**src/rtl/fetch_sequencer.sv**
```systemverilog
// Multi-cycle instruction-fetch controller: drives the PC select/strobe, issues one
// outstanding instruction-memory request at a time, holds the fetched word for decode.
//
// state | meaning
// IDLE  | first cycle after reset, nothing issued
// ISSUE | latch PC as fetch address, or enter HALT if requested
// REQ   | request presented, waiting for memory to accept
// WAIT  | request accepted, waiting for the response
// HOLD  | instruction presented to decode until consumed
// HALT  | sticky stop, left only by reset
module fetch_sequencer #(
    parameter int AW    = 16,
    parameter int DW    = 16,
    parameter int CNT_W = 16
) (
    input  logic             clk,
    input  logic             rst_n,
    input  logic [AW-1:0]    pc_in,
    output logic             pc_en,
    output logic [1:0]       pc_sel,
    input  logic             br_taken,
    input  logic             jmp_taken,
    input  logic             halt,
    output logic             imem_req_valid,
    input  logic             imem_req_ready,
    output logic [AW-1:0]    imem_addr,
    input  logic             imem_rsp_valid,
    input  logic [DW-1:0]    imem_rsp_data,
    output logic             instr_valid,
    input  logic             instr_ready,
    output logic [DW-1:0]    instr_out,
    output logic             halted,
    output logic [CNT_W-1:0] fetch_count
);

    typedef enum logic [2:0] {
        S_IDLE,
        S_ISSUE,
        S_REQ,
        S_WAIT,
        S_HOLD,
        S_HALT
    } state_t;

    state_t           state, state_nx;
    logic             stale, stale_nx;
    logic             halt_pend;
    logic             instr_valid_nx;
    logic [AW-1:0]    addr_nx;
    logic [DW-1:0]    instr_nx;
    logic [CNT_W-1:0] count_nx;
    logic             redirect;
    logic             live;

    assign redirect = br_taken | jmp_taken;
    assign live     = (state != S_IDLE) && (state != S_HALT);

    always_ff @(posedge clk or negedge rst_n) begin
        if (!rst_n) begin
            state       <= S_IDLE;
            stale       <= 1'b0;
            halt_pend   <= 1'b0;
            imem_addr   <= '0;
            instr_out   <= '0;
            instr_valid <= 1'b0;
            fetch_count <= '0;
        end else begin
            state       <= state_nx;
            stale       <= stale_nx;
            halt_pend   <= halt_pend | halt;
            imem_addr   <= addr_nx;
            instr_out   <= instr_nx;
            instr_valid <= instr_valid_nx;
            fetch_count <= count_nx;
        end
    end

    always_comb begin
        state_nx       = state;
        stale_nx       = stale;
        addr_nx        = imem_addr;
        instr_nx       = instr_out;
        instr_valid_nx = instr_valid;
        count_nx       = fetch_count;
        pc_en          = 1'b0;
        pc_sel         = 2'b00;
        imem_req_valid = 1'b0;
        halted         = 1'b0;

        // Redirects always win the PC, jump over branch.
        if (redirect && live) begin
            pc_en  = 1'b1;
            pc_sel = jmp_taken ? 2'b10 : 2'b01;
        end

        case (state)
            S_IDLE: state_nx = S_ISSUE;
            S_ISSUE: begin
                if (halt_pend) begin
                    state_nx = S_HALT;
                end else if (!redirect) begin
                    addr_nx  = pc_in;
                    state_nx = S_REQ;
                end
            end
            S_REQ: begin
                imem_req_valid = 1'b1;
                if (redirect) stale_nx = 1'b1;
                if (imem_req_ready) state_nx = S_WAIT;
            end
            S_WAIT: begin
                if (imem_rsp_valid) begin
                    stale_nx = 1'b0;
                    if (!stale && !redirect) begin
                        instr_nx       = imem_rsp_data;
                        instr_valid_nx = 1'b1;
                        pc_en          = 1'b1;
                        pc_sel         = 2'b00;
                        state_nx       = S_HOLD;
                    end else begin
                        state_nx = S_ISSUE;
                    end
                end else if (redirect) begin
                    stale_nx = 1'b1;
                end
            end
            S_HOLD: begin
                // A redirect kills the held instruction even if decode takes it.
                if (redirect) begin
                    instr_valid_nx = 1'b0;
                    state_nx       = S_ISSUE;
                end else if (instr_ready) begin
                    count_nx       = fetch_count + 1'b1;
                    instr_valid_nx = 1'b0;
                    state_nx       = S_ISSUE;
                end
            end
            S_HALT: halted = 1'b1;
            default: state_nx = S_IDLE;
        endcase
    end

endmodule

```
**config.mk**
```make
export PLATFORM = sky130hd
export DESIGN_NAME = fetch_sequencer
export DESIGN_NICKNAME = d
export VERILOG_FILES = /design/src/rtl/fetch_sequencer.sv
export SDC_FILE = /design/constraint.sdc
export NUM_CORES = 1
export LEC_CHECK = 0
export ABC_AREA = 1
export CORE_ASPECT_RATIO = 0.75
export CORE_UTILIZATION = 49
export DETAILED_ROUTE_END_ITERATION = 8
export MAX_ROUTING_LAYER = met4
export PLACE_DENSITY_LB_ADDON = 0.3
export SYNTH_ARGS = -nofsm -noshare
export SYNTH_HDL_FRONTEND = slang
export SYNTH_SLANG_ARGS = --single-unit
export TNS_END_PERCENT = 20
```
**constraint.sdc**
```tcl
create_clock -name clk -period 5.23 [get_ports clk]
set_input_delay 1.569 -clock clk [delete_from_list [all_inputs] [get_ports clk]]
set_output_delay 1.569 -clock clk [all_outputs]
set_load 0.05 [all_outputs]
```
==> results.cfg, run 1 <==
[final_layout]
layout.cells.non_filler = 512
area_growth_pct = 40.5
fin_nets = 480
design_area_um2 = 3750
insertedDiodeCount = 0
fillers = 391
layout-drive-gt1-share = 0.0682
postLayoutCoreUtil = 0.741

[clock_network]
clkSinkCount = 54
cts_setup_buffers = 0
cts-root-buf = clkbuf_8
clk_latency_ns = 0.31
cts.clk_slew.worst_paths_ns = 0.09
clk_path_buf_depth = 2
htreeDepth = 2
cts_tree = done
ctsHoldBuffers = 0
cts_buffers = 5
cts.repair.resized = 0

[critical_path]
r2r_slack_ns = 3.55
regToRegEndpoint = imem_addr[9]$_DFFE_PN0P_
crit_path_max_fanout = 17
critical_path_class = input pin to output port
required_ns = 3.66
r2r_start = state[2]$_DFFE_PN0P_
crit_path_end_kind = output port
reg2regPathDepth = 5
critPathLaunchType = input pin
cp.arrival_ns = 2.93

[flow_run]
cap_violations = 0

[floorplanning]
row_count = 22
die-width_um = 87.3
fp.coreArea_um2 = 5060
start_util = 0.527
die_h_um = 65.9
pin_count = 94
die-area_um2 = 5750

[timing]
post-route-min-period_ns = 4.50
post-route-period-util = 0.860
setup_violations = 0
tns_ns = 0
final_hold_viol_count = 0
tightest_slew_ns = 0.657
finalMaxSlewViolations = 0
fin_skew_ns = 0.00773
rsz0062_at_grt = false
fmax_ghz = 0.222
maxSlewHeadroom = 0.562

[pwr]
cellPowerDensity_nw_per_um2 = 354
leakagePower_nw = 1.86
total_power_mw = 1.33
vdd_drop_max_v = 0.000185

[global_routing]
grt_max_degree = 55
globalRouteTotalUtil = 0.237
grt_pass1_vias = 2411
antenna_found_initial = 0
grt-ovfl-total = 0
grt_pass1_wl_mm = 10.3

[logic_synthesis]
syn-num-nets = 384
synth.distinct_cells = 27
synth_edf_count = 0
synth_top_flop_cell = dfrtp_1
yosysWarnings = 0
synth.cell_area_um2 = 2670
synth_area_per_cell_um2 = 7.79
synth.most_common_cell = nand2_1
ys_seq_area_frac = 0.506
synth_top_cell_by_area = dfrtp_1
postSynth.asyncResetShare = 1.00
syn_inst = 343
netlist_top_cells_count = nand2_1 (144), dfrtp_1 (54), inv_1 (43)
synthTopCellsByArea = dfrtp_1 (51%), nand2_1 (20%), inv_1 (6.0%)
synth.ff_latch_count = 54
synth_top_area_frac = 0.506

[drt]
drtIter0Drc = 121
wl_mm = 6.12
drc = 0
viasPerCell = 4.84
antenna_left = 0
firstDrtPassIters = 4
drt-wirelength-per-cell_um = 12.0
num_vias = 2478

[hold_path]
hp-start = instr_out[1]$_DFFE_PN0P_
hp-class = flop to flop
hold_end = instr_out[1]$_DFFE_PN0P_
hold_depth = 2

[status]
status = finished clean

[place]
io_buffers = 93
placedCellCount = 504
place_area_um2 = 3650
dp_hpwl_mm = 4.66
gp_congestion = 0.898
kinds of logic after synthesis:
logic type,synth area share
buffers and inverters,0.0857
adder cells (fa/ha/maj),0.00468
AO/OA/AOI/OAI,0.0553
AND/OR/NAND/NOR,0.326
XOR/XNOR,0.0230
flip-flops,0.506
through the flow:
step | setup slack, ns | hold slack, ns
after detailed placement | 0.731 | 0.459
after global placement | 0.774 | 0.455
after global routing | 0.641 | 0.490
final | 0.731 | 0.475
after floorplan | 1.06 | 0.481
after CTS | 0.730 | 0.483
cells in the final DEF (no fill, tap or decap), drive strengths merged:
cell type / synthesis / routed
a21oi: 1 / 1
nand2: 146 / 146
nand3: 13 / 13
nand3b: 1 / 1
clkdlybuf4s50: 0 / 89
o21ai: 27 / 27
clkbuf: 0 / 6
clkinvlp: 0 / 1
nor3: 1 / 1
inv: 46 / 47
buf: 6 / 6
o211ai: 1 / 1
dfrtp: 54 / 54
nor2: 33 / 33
ha: 1 / 1
nand4: 5 / 5
xor2: 5 / 5
or2: 1 / 1
xnor2: 2 / 2
sequential cells by signal (all words and copies together), names as in the netlist:
register     cells
stale            1
instr_valid      1
instr_out       16
state            3
fetch_count     16
imem_addr       16
halt_pend        1
critical path, cell delays in order:
cell and delay [ns]:
clkdlybuf4s50_1 0.48, nor2_4 0.19, nand2_2 0.08, inv_2 0.06, nand2_2 0.08, nor2_8 0.11, inv_4 0.09, nand2_1 0.12
buf_12 0.14
worst max path at each step:
stage,from,endpoint,slack (ns),cells after the start
finish,jmp_taken,pc_en,0.73,9
global route,jmp_taken,pc_en,0.64,9
CTS,jmp_taken,pc_en,0.73,9
global placement,br_taken,pc_en,0.77,9
detailed placement,br_taken,pc_en,0.73,9
floorplan,br_taken,pc_en,1.06,8
routing by layer:
metal / GRT usage / vias up / share of wire
met2: 0.398 / 76 / 0.47
met4: 0.0615 / 0 / 0.0075
met3: 0.0587 / 5 / 0.059
li1: - / 1234 / -
met1: 0.289 / 1163 / 0.46
met5: - / - / 0
final cells by class:
cell class                      count  area, um^2  share of cell area
Clock buffer                        6        82.6              0.0220
Clock inverter                      2        16.3             0.00433
Inverter                           46         175              0.0467
Multi-Input combinational cell    237        1090               0.291
Sequential cell                    54        1350               0.360
Tap cell                           72        90.1              0.0240
Timing Repair Buffer               95         946               0.252
report_power, final:
group          switching, mW  leakage, nW  internal [mW]
Combinational          0.358         1.10          0.188
Clock                  0.138       0.0478          0.109
Sequential            0.0669        0.720          0.468
(Power assumes the default switching activity.)
==> run 2, diff against run 1 <==
--- a/config.mk
+++ b/config.mk
@@ -8,6 +8,7 @@
 export ABC_AREA = 1
 export CORE_ASPECT_RATIO = 0.75
 export CORE_UTILIZATION = 49
+export CTS_CLUSTER_SIZE = 24
 export DETAILED_ROUTE_END_ITERATION = 8
 export MAX_ROUTING_LAYER = met4
 export PLACE_DENSITY_LB_ADDON = 0.3
==> constraint.sdc (replaced) <==
create_clock -name clk -period 5.23 [get_ports clk]
set_input_delay 0.523 -clock clk [delete_from_list [all_inputs] [get_ports clk]]
set_output_delay 0.523 -clock clk [all_outputs]
set_load 0.05 [all_outputs]
==> results.cfg, run 2 (same netlist as run 1, synthesis figures left out) <==
[place]
gp_congestion = 0.827
dp_hpwl_mm = 4.52
io_buffers = 93
placedCellCount = 503

[drt]
antenna_left = 0
drt-wirelength-per-cell_um = 11.7
num_vias = 2430
drc = 0
viasPerCell = 4.76
drtIter0Drc = 155
firstDrtPassIters = 4
wl_mm = 5.97

[final_layout]
layout_common_cells = nand2_1 (144), clkdlybuf4s50_1 (92), dfrtp_1 (54)
fin_nets = 479
insertedDiodeCount = 0
area_growth_pct = 40.0
layout.cells.non_filler = 511
reg_top3 = fetch_count x16, imem_addr x16, instr_out x16
layout-drive-gt1-share = 0.0592
layout_commonest_cell = nand2_1

[global_routing]
grt-ovfl-total = 0
grt_pass1_vias = 2358
globalRouteTotalUtil = 0.235
grt_pass1_wl_mm = 10.3
antenna_found_initial = 0
grt_max_degree = 55

[floorplanning]
die_h_um = 65.9
row_count = 22
start_util = 0.527
pin_count = 94
fp.coreArea_um2 = 5060
die-width_um = 87.3
die-area_um2 = 5750

[hold_path]
hp-class = input pin to async pin

[clock_network]
cts_buffers = 5
cts_setup_buffers = 0
clk_path_buf_depth = 2
cts_tree = done
cts.repair.resized = 0
clkSinkCount = 54
ctsHoldBuffers = 0
cts.clk_slew.worst_paths_ns = 0.10
cts-root-buf = clkbuf_8
htreeDepth = 2
clk_latency_ns = 0.31

[critical_path]
crit_path_end_kind = output port
required_ns = 4.71
crit_path_max_fanout = 18
critical_path_class = input pin to output port
critPathLaunchType = input pin
cp.arrival_ns = 2.66

[pwr]
internal-power_mw = 0.757
cellPowerDensity_nw_per_um2 = 351
clockPowerShare = 0.188
vdd_drop_max_v = 0.000241
p_sw_mw = 0.557
seq_power_share = 0.407
power_frac_comb = 0.406
total_power_mw = 1.31
switching_share = 0.424
leakagePower_nw = 1.85

[timing]
final_hold_viol_count = 0
rsz0062_at_grt = false
maxSlewHeadroom = 0.564
post-route-min-period_ns = 3.19
fin_skew_ns = 0.0149
setup_violations = 0
tightest_slew_ns = 0.654
tns_ns = 0
finalMaxSlewViolations = 0
post-route-period-util = 0.609
fmax_ghz = 0.314
hold_slack_ns = 0.318

[flow_run]
cap_violations = 0

[status]
status = finished clean
## run 2: stage by stage
step | cell area (um^2) | setup slack [ns] | util
after floorplan | 2670 | 3.15 | -
after global placement | 3640 | 2.07 | 0.719
after detailed placement | 3640 | 2.03 | 0.719
after CTS | 3740 | 2.03 | 0.738
after global routing | 3740 | 1.94 | 0.738
final | 3740 | 2.04 | 0.738
## run 2: final timing paths
path                                          startpoint                        to  slack [ns]  depth (start not counted)
worst max-delay path                            br_taken                     pc_en        2.04                          9
worst min-delay path                               rst_n  instr_out[9]$_DFFE_PN0P_        0.32                          2
worst max register to register      state[2]$_DFFE_PN0P_  imem_addr[8]$_DFFE_PN0P_        3.54                          5
worst min register to register  instr_out[4]$_DFFE_PN0P_  instr_out[4]$_DFFE_PN0P_        0.48                          2
max in group asynchronous                          rst_n  instr_out[1]$_DFFE_PN0P_        4.46                          2
min in group clk                instr_out[4]$_DFFE_PN0P_  instr_out[4]$_DFFE_PN0P_        0.48                          2
## run 2: power by group through the flow
stage          Sequential [mW]  Clock, mW  Combinational [mW]
6_report                 0.534      0.247               0.533
5_1_grt                  0.544      0.269               0.579
4_1_cts                  0.533      0.250               0.535
3_5_place_dp             0.541          0               0.530
3_3_place_gp             0.538          0               0.524
2_1_floorplan            0.666          0               0.215
## run 2: routing by layer
metal | share of wire | vias up | track usage | wire length (um)
met5 | 0 | - | - | 0
li1 | - | 1232 | - | -
met4 | 0.012 | 0 | 0.0615 | 69
met2 | 0.45 | 81 | 0.372 | 2700
met3 | 0.058 | 9 | 0.0587 | 344
met1 | 0.48 | 1108 | 0.305 | 2860
## run 2: area by class of cell
| type | instances | area, um^2 |
|---|---|---|
| clock inverter | 2 | 16.3 |
| tap | 72 | 90.1 |
| multi-input combinational | 237 | 1090 |
| timing repair buffer | 94 | 933 |
| fill | 398 | 1330 |
| inverter | 46 | 175 |
| clock buffer | 6 | 82.6 |
| sequential | 54 | 1350 |
## run 2: critical path, stage by stage
cell and delay (ns):
clkdlybuf4s50_1 0.46, nor2_4 0.21, nand2_2 0.08, inv_2 0.05, nand2_2 0.08, nor2_8 0.24, inv_4 0.14, nand2_1 0.08
clkdlybuf4s50_1 0.79
